--- src/rtl/enc8b10b_pkg.sv ---
// Shared types, constants and helpers for the lane 8b10b encoder/decoder stages.
package enc8b10b_pkg;

    localparam logic RD_NEG = 1'b0;
    localparam logic RD_POS = 1'b1;

    localparam logic [7:0] K28_0 = 8'h1C;
    localparam logic [7:0] K28_1 = 8'h3C;
    localparam logic [7:0] K28_2 = 8'h5C;
    localparam logic [7:0] K28_3 = 8'h7C;
    localparam logic [7:0] K28_4 = 8'h9C;
    localparam logic [7:0] K28_5 = 8'hBC;
    localparam logic [7:0] K28_6 = 8'hDC;
    localparam logic [7:0] K28_7 = 8'hFC;
    localparam logic [7:0] K23_7 = 8'hF7;
    localparam logic [7:0] K27_7 = 8'hFB;
    localparam logic [7:0] K29_7 = 8'hFD;
    localparam logic [7:0] K30_7 = 8'hFE;

    typedef struct packed {
        logic [9:0] code;
        logic       kerr;
        logic       derr;
    } symbol_t;

    function automatic logic [3:0] popcount10(input logic [9:0] v);
        logic [3:0] n;
        n = 4'd0;
        for (int i = 0; i < 10; i++) begin
            n = n + {3'b000, v[i]};
        end
        return n;
    endfunction

endpackage

--- src/rtl/enc8b10b_rd_sel_if.sv ---
// Upstream, ROM and serializer signals of the RD-select stage.
// Optional error counters are present when ENC8B10B_ERR_CNT_EN is defined.
interface enc8b10b_rd_sel_if;
    logic [7:0] i_data;
    logic       i_k;
    logic       i_valid;
    logic       o_ready;
    logic [7:0] o_rom_addr;
    logic       o_rom_rd_en;
    logic       o_rom_k;
    logic [9:0] i_rdp_code;
    logic [9:0] i_rdm_code;
    logic       i_rdp_kerr;
    logic       i_rdm_kerr;
    logic [9:0] o_code;
    logic       o_k_error;
    logic       o_disp_error;
    logic       o_valid;
    logic       i_ready;
    logic       o_rd;
`ifdef ENC8B10B_ERR_CNT_EN
    logic        i_cnt_clr;
    logic [15:0] o_kerr_cnt;
    logic [15:0] o_derr_cnt;
`endif

    modport slave (
        input  i_data, i_k, i_valid, i_rdp_code, i_rdm_code, i_rdp_kerr, i_rdm_kerr, i_ready,
        output o_ready, o_rom_addr, o_rom_rd_en, o_rom_k, o_code, o_k_error, o_disp_error,
        output o_valid, o_rd
`ifdef ENC8B10B_ERR_CNT_EN
        , input i_cnt_clr, output o_kerr_cnt, output o_derr_cnt
`endif
    );

    modport master (
        output i_data, i_k, i_valid, i_rdp_code, i_rdm_code, i_rdp_kerr, i_rdm_kerr, i_ready,
        input  o_ready, o_rom_addr, o_rom_rd_en, o_rom_k, o_code, o_k_error, o_disp_error,
        input  o_valid, o_rd
`ifdef ENC8B10B_ERR_CNT_EN
        , output i_cnt_clr, input o_kerr_cnt, input o_derr_cnt
`endif
    );

endinterface

--- src/rtl/enc8b10b_skid_fifo.sv ---
// Two-entry FIFO used as the skid buffer on both encoder and decoder stages.
module enc8b10b_skid_fifo #(
    parameter int W = 12
) (
    input  logic         clk,
    input  logic         rst,
    input  logic         push,
    input  logic [W-1:0] push_data,
    input  logic         pop,
    output logic [W-1:0] head,
    output logic [1:0]   count
);

    logic [W-1:0] mem_r [2];
    logic         wr_ptr_r;
    logic         rd_ptr_r;
    logic [1:0]   count_r;
    logic         do_push_s;
    logic         do_pop_s;

    assign do_push_s = push & (count_r != 2'd2);
    assign do_pop_s  = pop & (count_r != 2'd0);

    // Storage, pointers and occupancy; contents cleared so outputs read 0 after reset.
    always_ff @(posedge clk or posedge rst) begin
        if (rst) begin
            for (int i = 0; i < 2; i++) begin
                mem_r[i] <= '0;
            end
            wr_ptr_r <= 1'b0;
            rd_ptr_r <= 1'b0;
            count_r  <= 2'd0;
        end else begin
            if (do_push_s) begin
                mem_r[wr_ptr_r] <= push_data;
            end
            wr_ptr_r <= wr_ptr_r ^ do_push_s;
            rd_ptr_r <= rd_ptr_r ^ do_pop_s;
            case ({do_push_s, do_pop_s})
                2'b10:   count_r <= count_r + 2'd1;
                2'b01:   count_r <= count_r - 2'd1;
                default: count_r <= count_r;
            endcase
        end
    end

    assign head  = mem_r[rd_ptr_r];
    assign count = count_r;

endmodule

--- src/rtl/enc8b10b_rd_sel.sv ---
// Running-disparity select stage: drives the RD+/RD- code ROMs, picks a codeword,
// tracks RD and skid-buffers the result. ENC8B10B_ERR_CNT_EN adds error counters.
module enc8b10b_rd_sel
    import enc8b10b_pkg::*;
#(
    parameter logic RD_INIT    = 1'b0,
    parameter int   SKID_DEPTH = 2
) (
    input logic             clk,
    input logic             rst,
    enc8b10b_rd_sel_if.slave bus
);

    logic       inflight_r;
    logic       rd_r;
    logic       ready_s;
    logic       accept_s;
    logic       valid_s;
    logic       pop_s;
    logic [9:0] sel_code_s;
    logic       kerr_s;
    logic       derr_s;
    logic       rd_next_s;
    logic [3:0] ones_s;
    logic [1:0] count_s;
    symbol_t    push_sym_s;
    symbol_t    head_sym_s;

    // A read in flight always owns a free buffer entry, so credit counts it too.
    assign ready_s  = ({1'b0, count_s} + {2'b00, inflight_r}) < 3'(SKID_DEPTH);
    assign accept_s = bus.i_valid & ready_s;

    assign bus.o_ready     = ready_s;
    assign bus.o_rom_addr  = bus.i_data;
    assign bus.o_rom_k     = bus.i_k;
    assign bus.o_rom_rd_en = accept_s;

    // Codeword selection by current RD and disparity bookkeeping of the selected code.
    always_comb begin
        sel_code_s = bus.i_rdm_code;
        kerr_s     = bus.i_rdm_kerr;
        if (rd_r == RD_POS) begin
            sel_code_s = bus.i_rdp_code;
            kerr_s     = bus.i_rdp_kerr;
        end else begin
            sel_code_s = bus.i_rdm_code;
            kerr_s     = bus.i_rdm_kerr;
        end
        ones_s    = popcount10(sel_code_s);
        rd_next_s = rd_r;
        derr_s    = 1'b0;
        case (ones_s)
            4'd5: begin
                rd_next_s = rd_r;
            end
            4'd6: begin
                if (rd_r == RD_NEG) begin
                    rd_next_s = RD_POS;
                end else begin
                    derr_s = 1'b1;
                end
            end
            4'd4: begin
                if (rd_r == RD_POS) begin
                    rd_next_s = RD_NEG;
                end else begin
                    derr_s = 1'b1;
                end
            end
            default: derr_s = 1'b1;
        endcase
    end

    // ROM read tracking and running disparity register.
    always_ff @(posedge clk or posedge rst) begin
        if (rst) begin
            inflight_r <= 1'b0;
            rd_r       <= RD_INIT;
        end else begin
            inflight_r <= accept_s;
            if (inflight_r) begin
                rd_r <= rd_next_s;
            end else begin
                rd_r <= rd_r;
            end
        end
    end

    assign push_sym_s = '{code: sel_code_s, kerr: kerr_s, derr: derr_s};
    assign valid_s    = (count_s != 2'd0);
    assign pop_s      = valid_s & bus.i_ready;

    enc8b10b_skid_fifo #(.W($bits(symbol_t))) u_skid (
        .clk      (clk),
        .rst      (rst),
        .push     (inflight_r),
        .push_data(push_sym_s),
        .pop      (pop_s),
        .head     (head_sym_s),
        .count    (count_s)
    );

    assign bus.o_code       = head_sym_s.code;
    assign bus.o_k_error    = head_sym_s.kerr;
    assign bus.o_disp_error = head_sym_s.derr;
    assign bus.o_valid      = valid_s;
    assign bus.o_rd         = rd_r;

`ifdef ENC8B10B_ERR_CNT_EN
    logic [15:0] kerr_cnt_r;
    logic [15:0] derr_cnt_r;

    // Saturating error counters; a clear request beats a same-cycle increment.
    always_ff @(posedge clk or posedge rst) begin
        if (rst) begin
            kerr_cnt_r <= 16'h0000;
            derr_cnt_r <= 16'h0000;
        end else if (bus.i_cnt_clr) begin
            kerr_cnt_r <= 16'h0000;
            derr_cnt_r <= 16'h0000;
        end else begin
            if (inflight_r && kerr_s && (kerr_cnt_r != 16'hFFFF)) begin
                kerr_cnt_r <= kerr_cnt_r + 16'h0001;
            end
            if (inflight_r && derr_s && (derr_cnt_r != 16'hFFFF)) begin
                derr_cnt_r <= derr_cnt_r + 16'h0001;
            end
        end
    end

    assign bus.o_kerr_cnt = kerr_cnt_r;
    assign bus.o_derr_cnt = derr_cnt_r;
`endif

endmodule

--- src/flat_wrapper.sv ---
// flat-port wrapper written by rule: the top's interface ports become plain ports
module enc8b10b_rd_sel_flat import enc8b10b_pkg::*;
#(
    parameter logic RD_INIT    = 1'b0,
    parameter int   SKID_DEPTH = 2
)
  (clk, rst, bus_i_data, bus_i_k, bus_i_valid, bus_i_rdp_code, bus_i_rdm_code, bus_i_rdp_kerr, bus_i_rdm_kerr, bus_i_ready, bus_o_ready, bus_o_rom_addr, bus_o_rom_rd_en, bus_o_rom_k, bus_o_code, bus_o_k_error, bus_o_disp_error, bus_o_valid, bus_o_rd);
  enc8b10b_rd_sel_if bus_i ();
  input logic clk;
  input logic rst;
  input wire logic [$bits(bus_i.i_data)-1:0] bus_i_data;
  input wire logic [$bits(bus_i.i_k)-1:0] bus_i_k;
  input wire logic [$bits(bus_i.i_valid)-1:0] bus_i_valid;
  input wire logic [$bits(bus_i.i_rdp_code)-1:0] bus_i_rdp_code;
  input wire logic [$bits(bus_i.i_rdm_code)-1:0] bus_i_rdm_code;
  input wire logic [$bits(bus_i.i_rdp_kerr)-1:0] bus_i_rdp_kerr;
  input wire logic [$bits(bus_i.i_rdm_kerr)-1:0] bus_i_rdm_kerr;
  input wire logic [$bits(bus_i.i_ready)-1:0] bus_i_ready;
  output wire logic [$bits(bus_i.o_ready)-1:0] bus_o_ready;
  output wire logic [$bits(bus_i.o_rom_addr)-1:0] bus_o_rom_addr;
  output wire logic [$bits(bus_i.o_rom_rd_en)-1:0] bus_o_rom_rd_en;
  output wire logic [$bits(bus_i.o_rom_k)-1:0] bus_o_rom_k;
  output wire logic [$bits(bus_i.o_code)-1:0] bus_o_code;
  output wire logic [$bits(bus_i.o_k_error)-1:0] bus_o_k_error;
  output wire logic [$bits(bus_i.o_disp_error)-1:0] bus_o_disp_error;
  output wire logic [$bits(bus_i.o_valid)-1:0] bus_o_valid;
  output wire logic [$bits(bus_i.o_rd)-1:0] bus_o_rd;
  assign bus_i.i_data = bus_i_data;
  assign bus_i.i_k = bus_i_k;
  assign bus_i.i_valid = bus_i_valid;
  assign bus_i.i_rdp_code = bus_i_rdp_code;
  assign bus_i.i_rdm_code = bus_i_rdm_code;
  assign bus_i.i_rdp_kerr = bus_i_rdp_kerr;
  assign bus_i.i_rdm_kerr = bus_i_rdm_kerr;
  assign bus_i.i_ready = bus_i_ready;
  assign bus_o_ready = bus_i.o_ready;
  assign bus_o_rom_addr = bus_i.o_rom_addr;
  assign bus_o_rom_rd_en = bus_i.o_rom_rd_en;
  assign bus_o_rom_k = bus_i.o_rom_k;
  assign bus_o_code = bus_i.o_code;
  assign bus_o_k_error = bus_i.o_k_error;
  assign bus_o_disp_error = bus_i.o_disp_error;
  assign bus_o_valid = bus_i.o_valid;
  assign bus_o_rd = bus_i.o_rd;
  enc8b10b_rd_sel #(.RD_INIT(RD_INIT), .SKID_DEPTH(SKID_DEPTH)) u_core (.clk(clk), .rst(rst), .bus(bus_i));
endmodule
--- config.mk ---
export PLATFORM = sky130hd
export DESIGN_NAME = enc8b10b_rd_sel_flat
export DESIGN_NICKNAME = d
export VERILOG_FILES = /design/src/rtl/enc8b10b_pkg.sv /design/src/rtl/enc8b10b_rd_sel_if.sv /design/src/rtl/enc8b10b_skid_fifo.sv /design/src/rtl/enc8b10b_rd_sel.sv /design/src/flat_wrapper.sv
export SDC_FILE = /design/constraint.sdc
export NUM_CORES = 1
export LEC_CHECK = 0
export ABC_AREA = 1
export BUFFER_PORTS_ARGS = -buffer_cell sky130_fd_sc_hd__buf_2
export CORE_MARGIN = 3
export CORE_UTILIZATION = 54
export CTS_CLUSTER_SIZE = 8
export DETAILED_ROUTE_END_ITERATION = 8
export GPL_TIMING_DRIVEN = 0
export HOLD_SLACK_MARGIN = 0.12
export PLACE_DENSITY = 0.83
export SLEW_MARGIN = 30
export SYNTH_ARGS = -nofsm -noshare
export SYNTH_HDL_FRONTEND = slang
export SYNTH_SLANG_ARGS = --single-unit
--- constraint.sdc ---
create_clock -name clk -period 6.5 [get_ports clk]
set_input_delay 0.325 -clock clk [delete_from_list [all_inputs] [get_ports clk]]
set_output_delay 0.325 -clock clk [all_outputs]
set_load 0.02 [all_outputs]
Word-level counts from Yosys, hierarchy flattened
Index checks and enable logic that the tools add are counted.
{"block": "word_totals", "regBits": 30, "input_bits": 35, "out_inout_bits": 25, "word_cells": 55}
{"block": "classes", "n_addsub": 12, "magnitude_cmp": 4, "n_eq_ne": 6, "muxes": 13, "bitwise": 8, "reduce_logical": 5}
{"cell": "two-way mux 12 bit", "count": 4}
{"cell": "adder 4 x 1 -> 4 bit", "count": 8}
{"cell": "bitwise mux 24 bit", "count": 1}
{"cell": "demux 12 bit (select 1 bit)", "count": 1}
{"cell": "equality test 4 x 3 -> 1 bit, second input constant", "count": 3}
{"cell": "two-way mux 10 bit", "count": 1}
{"cell": "nonzero test 2 bit", "count": 3}
{"cell": "AND 1 bit", "count": 4}
{"cell": "greater-or-equal comparator 2 bit, second input constant", "count": 2}
{"cell": "inverter 1 -> 2 bit", "count": 2}
{"cell": "case mux 2 bit (2 select lines)", "count": 1}
{"cell": "adder 2 x 1 -> 3 bit", "count": 1}
{"cell": "< comparator 3 x 2 -> 1 bit, second input constant", "count": 1}
{"cell": "two-way mux 1 bit", "count": 3}
{"cell": "case mux 1 bit (3 select lines)", "count": 1}
{"cell": "adder 1 x 1 -> 2 bit", "count": 1}
{"cell": "adder 2 x 1 -> 2 bit, second input constant", "count": 1}
{"cell": "equality test 2 x 1 -> 1 bit, second input constant", "count": 1}
{"cell": "equality test 2 bit, second input constant", "count": 1}
{"cell": "< comparator 2 x 1 -> 1 bit, second input constant", "count": 1}
{"cell": "inequality test 2 bit, second input constant", "count": 1}
{"cell": "case mux 1 bit (2 select lines)", "count": 1}
{"cell": "AND reduction 2 bit", "count": 1}
{"cell": "subtractor 2 x 1 -> 2 bit, second input constant", "count": 1}
{"cell": "2 further kinds", "count": 3}

Depth between registers and ports, before layout
{"block": "depth", "word_depth": 13, "mapped_depth": 17, "depth_no_buf": 17}

Hierarchy
Synthesis repeated with hierarchy kept, for this count alone.
{"block": "hier_totals", "cells_unflattened": 223, "area_unflattened_um2": 1869.3}
{"mod": "enc8b10b_skid_fifo", "n_inst": 1, "cells_each": 155, "area_each_um2": 1287.5, "seq_area_each_um2": 700.7}
{"mod": "enc8b10b_rd_sel", "n_inst": 1, "cells_each": 68, "area_each_um2": 581.8, "seq_area_each_um2": 50.0}

Worst setup path after synthesis
Ideal clock, no wire load.
{"block": "synth_path", "path_kind": "reg-to-reg", "startpoint": "register u_core.rd_r (netlist: u_core.bus.o_rd)", "endpoint": "register u_core.rd_r (netlist: u_core.bus.o_rd)", "setup_time_ps": 117, "arrival_ps": 4148, "required_ps": 6383, "setup_slack_ps": 2235, "path_stages_with_launch": 15, "n_path_buf": 1, "period_less_slack_ps": 4265, "path_cell_list": "dfrtp_1 > buf_4 > o21ai_0 > inv_1 > ha_1 > inv_1 > fa_1 > fa_1 > inv_1 > fa_1 > fa_1 > fa_1 > or2_2 > nand4_1 > nand2_1"}
{"block": "synth_between", "elab_chain_cells": 13, "word_cells_on_any_way": 15, "classes_between": "9 x add/sub; 2 x eq/ne; 2 x mux; 2 x reduce/logical"}
{"item": "from (decl)", "line_no": "enc8b10b_rd_sel.sv:15", "source": "logic rd_r;"}
{"item": "from (signal assigned)", "line_no": "enc8b10b_rd_sel.sv:82", "source": "rd_r <= rd_next_s;"}
{"item": "from (signal assigned)", "line_no": "enc8b10b_rd_sel.sv:84", "source": "rd_r <= rd_r;"}
{"item": "two-way mux 10 bit (*)", "line_no": "enc8b10b_rd_sel.sv:42", "source": "if (rd_r == RD_POS) begin"}
{"item": "named net u_core.sel_code_s[0]", "line_no": "enc8b10b_rd_sel.sv:20", "source": "logic [9:0] sel_code_s;"}
{"item": "adder 1 x 1 -> 2 bit (*)", "line_no": "enc8b10b_pkg.sv:30", "source": "n = n + {3'b000, v[i]};"}
{"item": "adder 4 x 1 -> 4 bit (*) (8 in a row)", "line_no": "enc8b10b_pkg.sv:30"}
{"item": "equality test 4 x 3 -> 1 bit", "line_no": "enc8b10b_rd_sel.sv:52", "source": "case (ones_s)"}
{"item": "nonzero test 2 bit (no line)"}
{"item": "AND reduction 2 bit (no line)"}
The timed path passes the listed nets; every way through them passes the cells marked *.
A chain may end at the register's enable or synchronous reset.

Final worst setup path
{"block": "layout_path", "startpoint": "register u_core.rd_r (netlist: u_core.bus.o_rd)", "endpoint": "register u_core.u_skid.mem_r[12] (netlist bit)"}
{"block": "layout_between", "elab_chain_cells": 13, "word_cells_on_any_way": 17, "classes_between": "9 x add/sub; 3 x eq/ne; 5 x mux"}
{"item": "two-way mux 10 bit (*)", "line_no": "enc8b10b_rd_sel.sv:42"}
{"item": "named net u_core.sel_code_s[0]", "line_no": "enc8b10b_rd_sel.sv:20"}
{"item": "adder 1 x 1 -> 2 bit (*)", "line_no": "enc8b10b_pkg.sv:30"}
{"item": "adder 4 x 1 -> 4 bit (*) (8 in a row)", "line_no": "enc8b10b_pkg.sv:30"}
{"item": "equality test 4 x 3 -> 1 bit", "line_no": "enc8b10b_rd_sel.sv:52"}
{"item": "case mux 1 bit (3 select lines) (*)", "line_no": "enc8b10b_rd_sel.sv:52"}
{"item": "bitwise mux 24 bit (*)", "line_no": "enc8b10b_skid_fifo.sv:35", "source": "mem_r[wr_ptr_r] <= push_data;"}
{"item": "to (signal, indexed assignment)", "line_no": "enc8b10b_skid_fifo.sv:35"}
{"item": "to (decl)", "line_no": "enc8b10b_skid_fifo.sv:14", "source": "logic [W-1:0] mem_r [2];"}
Marks and branches as above.

==> results.toml <==
[run_status]
outcome = "finished clean"

[floorplanning]
core_mm2 = 0.00310
fp.dieW_um = 63.6
rows = 20
die_area_mm2 = 0.00404
start_util_pct = 57.7
die_h_um = 63.6
io_pins = 60

[sta]
final_hold_viol_count = 0
fin_setup_tns_ns = 0
setup_viol_count_final = 0
min_period_ns = 4.53
rsz0062_at_grt = "no"
relSlewSlack_pct = 59.5
worst_pin_slew_ns = 0.607
fmax_ghz = 0.221
min_period_over_period_pct = 69.7
clock_skew_ns = 0.0152
slew_viol_final = 0

[grt]
grt.total_usage_pct = 20.9
antenna_found_initial = 0
grt_max_degree = 31
grt_overflow = 0
grt_pass1_vias = 1579
grt_pass1_wl_mm = 6.62

[cts]
clock_path_buffers = 2
postCtsSetupBuffers = 0
cts_buffers = 5
ctsResizeCount = 0
clockRootBuffer = "clkbuf_4"
clock_sinks = 30
cts_tree = "built"
insertion_delay_ns = 0.33
path_clk_slew_ns = 0.10
h-tree-depth = 2

[synthesis]
avgSynthCellArea_um2 = 8.14
yosysWarnings = 0
synth_edf_count = 0
synth_top_area_cell = "dfrtp_1"
synth_most_common_cell = "nand2_1"
yosys_most_used_dff = "dfrtp_1"
synth_area_mm2 = 0.00179
synth_top_area_share_pct = 41.9
syn-num-nets = 269
synth_common_cells = "78 x nand2_1, 30 x dfrtp_1, 30 x o21ai_0, 28 x inv_1, 10 x buf_4"
ys_seq_area_share_pct = 41.9
synth.distinct_cells = 22
syn_inst = 220
ys_ff_latch = 30
synthArstFlopShare_pct = 100
ys_top_cells_by_area = "dfrtp_1 42%, nand2_1 16%, o21ai_0 8.4%, fa_1 6.7%, inv_1 5.9%"

[route]
avgViaCountPerCell = 4.87
first_iter_violations = 93
drc = 0
num_vias = 1573
wl_per_cell_um = 11.8
drtPass1Iterations = 4
drtAntennaViolNets = 0
wl_mm = 3.82

[place]
port_buffers = 50
place_inst = 314
place_congestion = 0.858
dpl.hpwl_mm = 2.97
dpl-instance-area_mm2 = 0.00210

[min_path]
hp-start = "bus_i_ready"
whs_path_depth = 3
min_to = "u_core.u_skid.rd_ptr_r"
min_path_type = "in -> reg"

[finish]
antenna_cells = 0
instances_no_fill = 323
drive_above_1_share_pct = 26.9
area_delta_synth_final_pct = 21.2
nets = 327
final_area_mm2 = 0.00217

[worst_setup_path]
start_kind = "flip-flop"
cp.required_ns = 6.73
endpoint_kind = "flip-flop"
rrSetupSlack_ns = 1.97
r2r_end = "u_core.u_skid.mem_r[12]"
cpMaxStageDelayCell = "fa_1"
crit_chain = "buf_4, o21ai_0, inv_1, ha_1, inv_1, fa_1, fa_1, inv_1, fa_1, fa_1, fa_1, o21bai_1, nand2_1, nand3_1, nand2_1, nand2_1"
reg2reg_from = "u_core.bus.o_rd"
critPathMaxStageDelay_ns = 0.55
critPathArrivalTime_ns = 4.77
worst_path_most_repeated_cell = "fa_1"
cp_max_fo = 10
crit_family = "adder cells"
crit_type = "reg -> reg"
r2r_cells = 16
path_buf_inv = 4

[flow_run]
drv_cap = 0

[pwr]
ir_drop_mv = 0.570
power_density_mw_per_mm2 = 638
p_total_mw = 1.39
p_leak_nw = 1.24
==> repair_timing <==
item | CTS | global route
hold buffers | 1 | 0
endpoints found under the hold margin | 30 | 0
endpoints found under the setup margin | 0 | 0
==> cell usage in the layout (no fill, tap or decap) <==
master	n
nor2_1	4
nand2_1	78
inv_1	27
mux2i_1	5
nand3_1	2
clkbuf_4	5
inv_2	1
nand4_1	1
clkinv_2	1
dfrtp_1	30
dlygate4sd3_1	1
or2_2	1
nand2_2	1
a21oi_1	2
and3_1	1
ha_1	8
xor2_1	3
fa_1	6
clkbuf_8	1
o21bai_1	1
or2_4	1
clkbuf_1	4
buf_2	52
xnor2_1	1
o21ai_0	30
clkinvlp_4	1
buf_6	1
buf_4	10
==> metrics by stage <==
step / hold slack (ns) / util [%] / worst slack, ns
after CTS: 0.262 / 70.0 / 1.97
after global placement: 0.465 / 67.6 / 2.09
final: 0.264 / 70.0 / 1.97
after global routing: 0.263 / 70.0 / 1.78
after detailed placement: 0.431 / 67.6 / 1.98
after floorplan: 0.416 / - / 2.23
==> layer usage <==
layer	vias up	part of all wire, %	GRT usage [%]	wire length (um)
met1	732	42	26.2	1600
met4	0	0.81	5.93	31
met2	51	51	35.1	1930
met5	-	0	0	0
met3	5	6.5	5.88	249
li1	785	-	-	-
==> worst register-to-register path: cells and delay by family, from the launching register on <==
| family | cells | cell delay (ns) |
|---|---|---|
| AND/OR/NAND/NOR | 4 | 0.31 |
| flip-flops | 1 | 0.41 |
| AO/OA/AOI/OAI | 2 | 0.55 |
| buffers and inverters | 4 | 0.39 |
| adder cells (fa/ha/maj) | 6 | 2.79 |
==> area by class of cell <==
type,count,area [um2]
plain buffers,17,111
clock buffers,6,51.3
fillers,267,932
clock inverters,2,12.5
flip-flops and latches,30,751
repair buffers,51,260
well taps,44,55.1
inverters,28,105
multi-input cells,145,825
==> power breakdown <==
part           internal, mW  switching [mW]  total, mW
combinational         0.366           0.563      0.929
sequential            0.283          0.0560      0.339
clock                0.0519          0.0656      0.118
==> state kept, by name, indices dropped and copies added (netlist names) <==
signal and cells:
u_core.u_skid.mem_r 24, u_core.u_skid.rd_ptr_r 1, u_core.u_skid.count 2, u_core.u_skid.wr_ptr_r 1
u_core.bus.o_rd 1, u_core.inflight_r 1
==> worst max-delay path by stage <==
stage | startpoint | to | slack (ns) | depth (start not counted)
after global routing | u_core.bus.o_rd | u_core.u_skid.mem_r[0] | 1.78 | 15
final | u_core.bus.o_rd | u_core.u_skid.mem_r[12] | 1.97 | 16
after global placement | u_core.bus.o_rd | u_core.u_skid.mem_r[0] | 2.09 | 16
after CTS | u_core.bus.o_rd | u_core.u_skid.mem_r[12] | 1.97 | 16
after detailed placement | u_core.bus.o_rd | u_core.u_skid.mem_r[12] | 1.98 | 16
after floorplan | u_core.bus.o_rd | u_core.bus.o_rd | 2.23 | 14
==> cell families after synthesis <==
family	Yosys count	synth area share (%)
muxes	5	2.79
xor gates and xnor gates	4	1.96
buffers and inverters	45	12.1
AOI/OAI and AO/OA	33	9.36
and+or+nand+nor	89	19.6
adders and majority gates	14	12.3
DFF	30	41.9
(Power assumes the default switching activity.)
